$ cat src/rtl/stft_column_writer.sv
// Spectrogram column writer: turns a stream of complex FFT bins into 4-bit
// log-magnitude pixels and writes a decimated subset of frames into a
// circular buffer of NO_FFTS columns spread across NO_BANKS RAM banks.
//
// Ports:
//   clk            system clock
//   reset          synchronous, active-high reset
//   wr_en          high while a valid bin is presented (one run per frame)
//   idx            bin index of i_data
//   i_data         {signed real, signed imag}, WORD_WIDTH each
//   oldest_fft_idx column currently being (or next to be) written
//   disp_wr_en     RAM write strobe (selected frames only)
//   bank_wr        one-hot bank select
//   addr_wr        in-bank write address
//   data_wr        log2 magnitude, saturated to 15
module stft_column_writer #(
    parameter int unsigned COUNT_HIGH    = 20,
    parameter int unsigned FFT_SIZE      = 256,
    parameter int unsigned WORD_WIDTH    = 16,
    parameter int unsigned NO_FFTS       = 50,
    parameter int unsigned ADDRESS_WIDTH = 12,
    parameter int unsigned NO_BANKS      = 2
) (
    input  logic                               clk,
    input  logic                               reset,
    input  logic                               wr_en,
    input  logic [$clog2(FFT_SIZE/2)-1:0]      idx,
    input  logic [2*WORD_WIDTH-1:0]            i_data,
    output logic [$clog2(NO_FFTS)-1:0]         oldest_fft_idx,
    output logic                               disp_wr_en,
    output logic [NO_BANKS-1:0]                bank_wr,
    output logic [ADDRESS_WIDTH-1:0]           addr_wr,
    output logic [3:0]                         data_wr
);

    localparam int unsigned BINS  = FFT_SIZE / 2;
    localparam int unsigned COL_W = $clog2(NO_FFTS);
    localparam int unsigned CNT_W = (COUNT_HIGH > 1) ? $clog2(COUNT_HIGH) : 1;
    localparam int unsigned MW    = WORD_WIDTH + 1;
    localparam int unsigned LOG_W = $clog2(MW) + 1;

    logic [CNT_W-1:0] frame_cnt;
    logic             wr_en_d;
    logic             pulse_c;
    logic             count_true_c;

    logic [MW-1:0]    re_x_c, im_x_c, abs_re_c, abs_im_c, mag_c;
    logic [LOG_W-1:0] msb_c;
    logic [3:0]       log_c;
    logic [31:0]      lin_c;
    logic [31:0]      bank_idx_c;

    // End of frame is the falling edge of wr_en; frame 0 of each group is kept
    assign pulse_c      = !wr_en && wr_en_d;
    assign count_true_c = (frame_cnt == '0);

    // Frame counter, column pointer and wr_en history
    always_ff @(posedge clk) begin
        if (reset) begin
            frame_cnt      <= '0;
            wr_en_d        <= 1'b0;
            oldest_fft_idx <= '0;
        end else begin
            wr_en_d <= wr_en;
            if (pulse_c) begin
                if (frame_cnt == CNT_W'(COUNT_HIGH - 1))
                    frame_cnt <= '0;
                else
                    frame_cnt <= frame_cnt + CNT_W'(1);
                if (count_true_c) begin
                    if (oldest_fft_idx == COL_W'(NO_FFTS - 1))
                        oldest_fft_idx <= '0;
                    else
                        oldest_fft_idx <= oldest_fft_idx + COL_W'(1);
                end
            end
        end
    end

    // |re| + |im| in WORD_WIDTH+1 bits; sign-extend first so -2^(W-1) stays exact
    always_comb begin
        re_x_c   = {i_data[2*WORD_WIDTH-1], i_data[2*WORD_WIDTH-1:WORD_WIDTH]};
        im_x_c   = {i_data[WORD_WIDTH-1], i_data[WORD_WIDTH-1:0]};
        abs_re_c = re_x_c[MW-1] ? (~re_x_c + MW'(1)) : re_x_c;
        abs_im_c = im_x_c[MW-1] ? (~im_x_c + MW'(1)) : im_x_c;
        mag_c    = abs_re_c + abs_im_c;
    end

    // MSB position of the magnitude; bit 0 alone maps to 0 like mag==0
    always_comb begin
        msb_c = '0;
        for (int i = 1; i < int'(MW); i++) begin
            if (mag_c[i]) msb_c = LOG_W'(i);
        end
        log_c = (msb_c > LOG_W'(15)) ? 4'd15 : 4'(msb_c);
    end

    // Linear RAM address of this bin, split into bank and in-bank offset
    always_comb begin
        lin_c      = 32'(oldest_fft_idx) * 32'(BINS) + 32'(idx);
        bank_idx_c = lin_c >> ADDRESS_WIDTH;
    end

    // Write-side outputs, all aligned to the same input sample
    always_ff @(posedge clk) begin
        if (reset) begin
            disp_wr_en <= 1'b0;
            bank_wr    <= '0;
            addr_wr    <= '0;
            data_wr    <= '0;
        end else begin
            disp_wr_en <= wr_en && count_true_c;
            bank_wr    <= NO_BANKS'(1) << bank_idx_c;
            addr_wr    <= ADDRESS_WIDTH'(lin_c);
            data_wr    <= log_c;
        end
    end

endmodule

$ cat config.mk
export PLATFORM = sky130hd
export DESIGN_NAME = stft_column_writer
export DESIGN_NICKNAME = d
export VERILOG_FILES = /design/src/rtl/stft_column_writer.sv
export SDC_FILE = /design/constraint.sdc
export NUM_CORES = 1
export LEC_CHECK = 0
export ABC_AREA = 1
export CORE_UTILIZATION = 40
export DETAILED_ROUTE_END_ITERATION = 16
export PLACE_DENSITY_LB_ADDON = 0.3
export SYNTH_ARGS = -nofsm -noshare
export SYNTH_HDL_FRONTEND = slang
export SYNTH_SLANG_ARGS = --single-unit
$ cat constraint.sdc
create_clock -name clk -period 3.98 [get_ports clk]
set_input_delay 0.796 -clock clk [delete_from_list [all_inputs] [get_ports clk]]
set_output_delay 0.796 -clock clk [all_outputs]
set_load 0.02 [all_outputs]
==> impl_metrics.yaml <==
placement:
  dpl_cell_area_sq_mm: 0.00361
  place_congestion: 0.881
  place_inst: 571
  dp_hpwl_um: 5270
  pre_cts_slack_ps: -180
  io_buffers: 66
detailed_routing:
  ant_nets: 0
  avgRoutedWirePerCell_um: 10.9
  first_iter_violations: 85
  dr.pass1.iters: 10
  vias: 2773
  viasPerCell: 4.77
  drc: 12
  finalWirelength_um: 6320
power:
  leakage_nw: 1.74
  ir_drop_uv: 142
  power.density_mw_per_mm2: 312
floorplan:
  dieArea_sq_mm: 0.00710
  die_x_um: 84.3
  pin_count: 67
  row_count: 29
  core-area_sq_mm: 0.00642
  die_h_um: 84.3
  start_util_pct: 42.1
setup_path:
  worstPathRequired_ps: 4150
  worstSetupStartpoint: "i_data[16]"
  worstSetupStartpointType: "primary input"
  r2r-start: "frame_cnt[0]"
  path_max_fanout: 4
  r2r-end: "oldest_fft_idx[2]"
  crit_path_max_incr_delay_ps: 440
  reg2reg_depth: 7
  cpMostUsedCell: "inv_1"
  cpMaxStageDelayCell: "clkdlybuf4s50_1"
  critPathKind: "in -> reg"
  arrival_ps: 3880
  regToRegSetupSlack_ps: 2230
  endpoint: "data_wr[2]"
  crit_chain: "clkdlybuf4s50_1 > inv_1 > ha_1 > inv_1 > nor4_2 > inv_1 > nor3_1 > buf_4 > a21oi_1 > xor2_1 > ha_1 > a21oi_2 > o21ai_2 > a21oi_2 > nand2_1 > o21ai_1 > nand3b_1 > nor2_2 > and2_4 > nand2_1 > nor2_1 > nor2_1"
  critPathCaptureType: "flop"
logic_synthesis:
  syn_nets: 474
  ys_warn_count: 0
  ys_seq_elements: 31
  synth.largest_area_cell: "dfxtp_1"
  syn_area_per_cell_sq_um: 6.60
  netlist_top_cells_area: "dfxtp_1 (23%), nand2_1 (12%), ha_1 (9.7%)"
  syn-instance-count: 410
  netlist.area_leader.share_pct: 22.9
  synth.distinct_cells: 39
  synth_area_sq_mm: 0.00271
  ys_seq_area_share_pct: 22.9
clocking:
  cts_buffer_depth: 2
  cts_tree: "built"
  insertion_delay_ps: 270
  clkTransAtPathRegs_ps: 60
  cts_htree_levels: 2
  clock-sinks: 31
  cts_made_buffers: 5
  cts-root-buf: "clkbuf_8"
sta:
  fmax_mhz: 269
  slew_viol_final: 0
  fin_crit_ps: 3710
  hold_violations: 0
  finalSetupTns_ps: 0
  finalCritPeriodShare_pct: 93.2
  worst_pin_slew_ps: 519
  max_slew_margin_pct: 65.0
  setup-violations-final: 0
  fin_skew_ps: 4.64
  worst_slack_ps: 269
global_route:
  grt_pass1_vias: 2644
  grt_overflow_total: 0
  grt_pass1_wl_um: 10700
  grt.met1_usage_pct: 20.4
  use_met2_pct: 35.1
  antenna_found_initial: 0
  met3_usage_pct: 2.16
  top_usage_layer: "met2"
  grt_start_max_net_pins: 22
  grt_usage_pct: 18.0
final_layout:
  final_area_sq_mm: 0.00375
  layout_commonest_cell: "nand2_1"
  nets: 567
  post-route-util_pct: 58.4
  layout_common_cells: "nand2_1 (87), clkdlybuf4s50_1 (66), inv_1 (59)"
  final_cell_count_no_fill: 581
  drive_above_1_share_pct: 13.5
  area_delta_synth_final_pct: 38.6
  antenna_cells: 0
hold_path:
  hold_class: "reg -> reg"
  worstHoldStart: "oldest_fft_idx[5]"
status:
  violations: "design-rule violations"
  outcome: "finished with violations"
job:
  max-cap-violations: 0
## timing repair
action                     CTS  global route
gates resized for setup      0            12
hold buffers                 0             0
setup endpoints to repair    0             4
buffers inserted             0             2
## cell type report
class                   count  area (sq um)
fillers                   587          2670
multi-input cells         311          1870
repair buffers             90           841
flip-flops and latches     31           621
inverters                  64           240
well taps                  77          96.3
clock buffers               7          76.3
clock inverters             1          5.00
## worst max-delay path, delay by kind of cell
family          cells  cell delay, ps
compound gates      5             620
xor+xnor            1             160
fa+ha+maj           2             510
simple gates        9             960
buf+inv             5             820
## per-layer routing
layer,wire (um),part of all wire (%)
met1,2810,45
met4,78,1.2
met2,3140,50
met5,0,0
met3,283,4.5
## how the worst min path moves through the flow
stage              endpoint  cells after the start
5_1_grt        frame_cnt[1]                      2
4_1_cts          bank_wr[1]                      2
3_3_place_gp     bank_wr[0]                      1
6_report         bank_wr[1]                      2
2_1_floorplan  frame_cnt[0]                      2
3_5_place_dp     bank_wr[1]                      2
## cells by family after synthesis
logic type / Yosys count / share of synthesized area (%)
AO/OA/AOI/OAI: 45 / 10.3
AND/OR/NAND/NOR: 211 / 35.6
XOR/XNOR: 33 / 11.0
flip-flops: 31 / 22.9
adder cells (fa/ha/maj): 22 / 10.4
buffers and inverters: 68 / 9.71
## through the flow
step / hold WS [ps] / total power (W)
2_1_floorplan: 458 / 0.000734
3_3_place_gp: 469 / 0.000912
3_5_place_dp: 480 / 0.000924
4_1_cts: 491 / 0.00115
5_1_grt: 531 / 0.00126
6_report: 488 / 0.00117
## flip-flops by register name, indices dropped and copies added (netlist names)
name / flops
addr_wr: 12
bank_wr: 2
data_wr: 4
disp_wr_en: 1
frame_cnt: 5
oldest_fft_idx: 6
wr_en_d: 1
## synthesized netlist by cell type (all sizes together)
| library cell | count |
|---|---|
| o21bai | 1 |
| xnor2 | 13 |
| xor2 | 20 |
| nand3 | 18 |
| and2 | 2 |
| o21a | 1 |
| buf | 1 |
| nor3 | 17 |
| o41ai | 1 |
| nand4 | 4 |
| or2 | 1 |
| fa | 1 |
| clkbuf | 3 |
| dfxtp | 31 |
| a31oi | 2 |
| nor2 | 61 |
| a21o | 1 |
| nand2 | 91 |
| nor4 | 6 |
| o21ai | 11 |
| and3 | 1 |
| a21oi | 27 |
| inv | 62 |
| clkinv | 2 |
| nand3b | 6 |
| ha | 21 |
| a21boi | 1 |
| nor3b | 4 |
## power by group
part / leakage, nW / internal [W] / switching, W / total (W)
Sequential: 0.255 / 0.000327 / 0.00000633 / 0.000333
Combinational: 1.44 / 0.000275 / 0.000333 / 0.000608
Clock: 0.0422 / 0.000122 / 0.000107 / 0.000229
Total: 1.74 / 0.000724 / 0.000446 / 0.00117
Power figures use the tool's default switching activity.
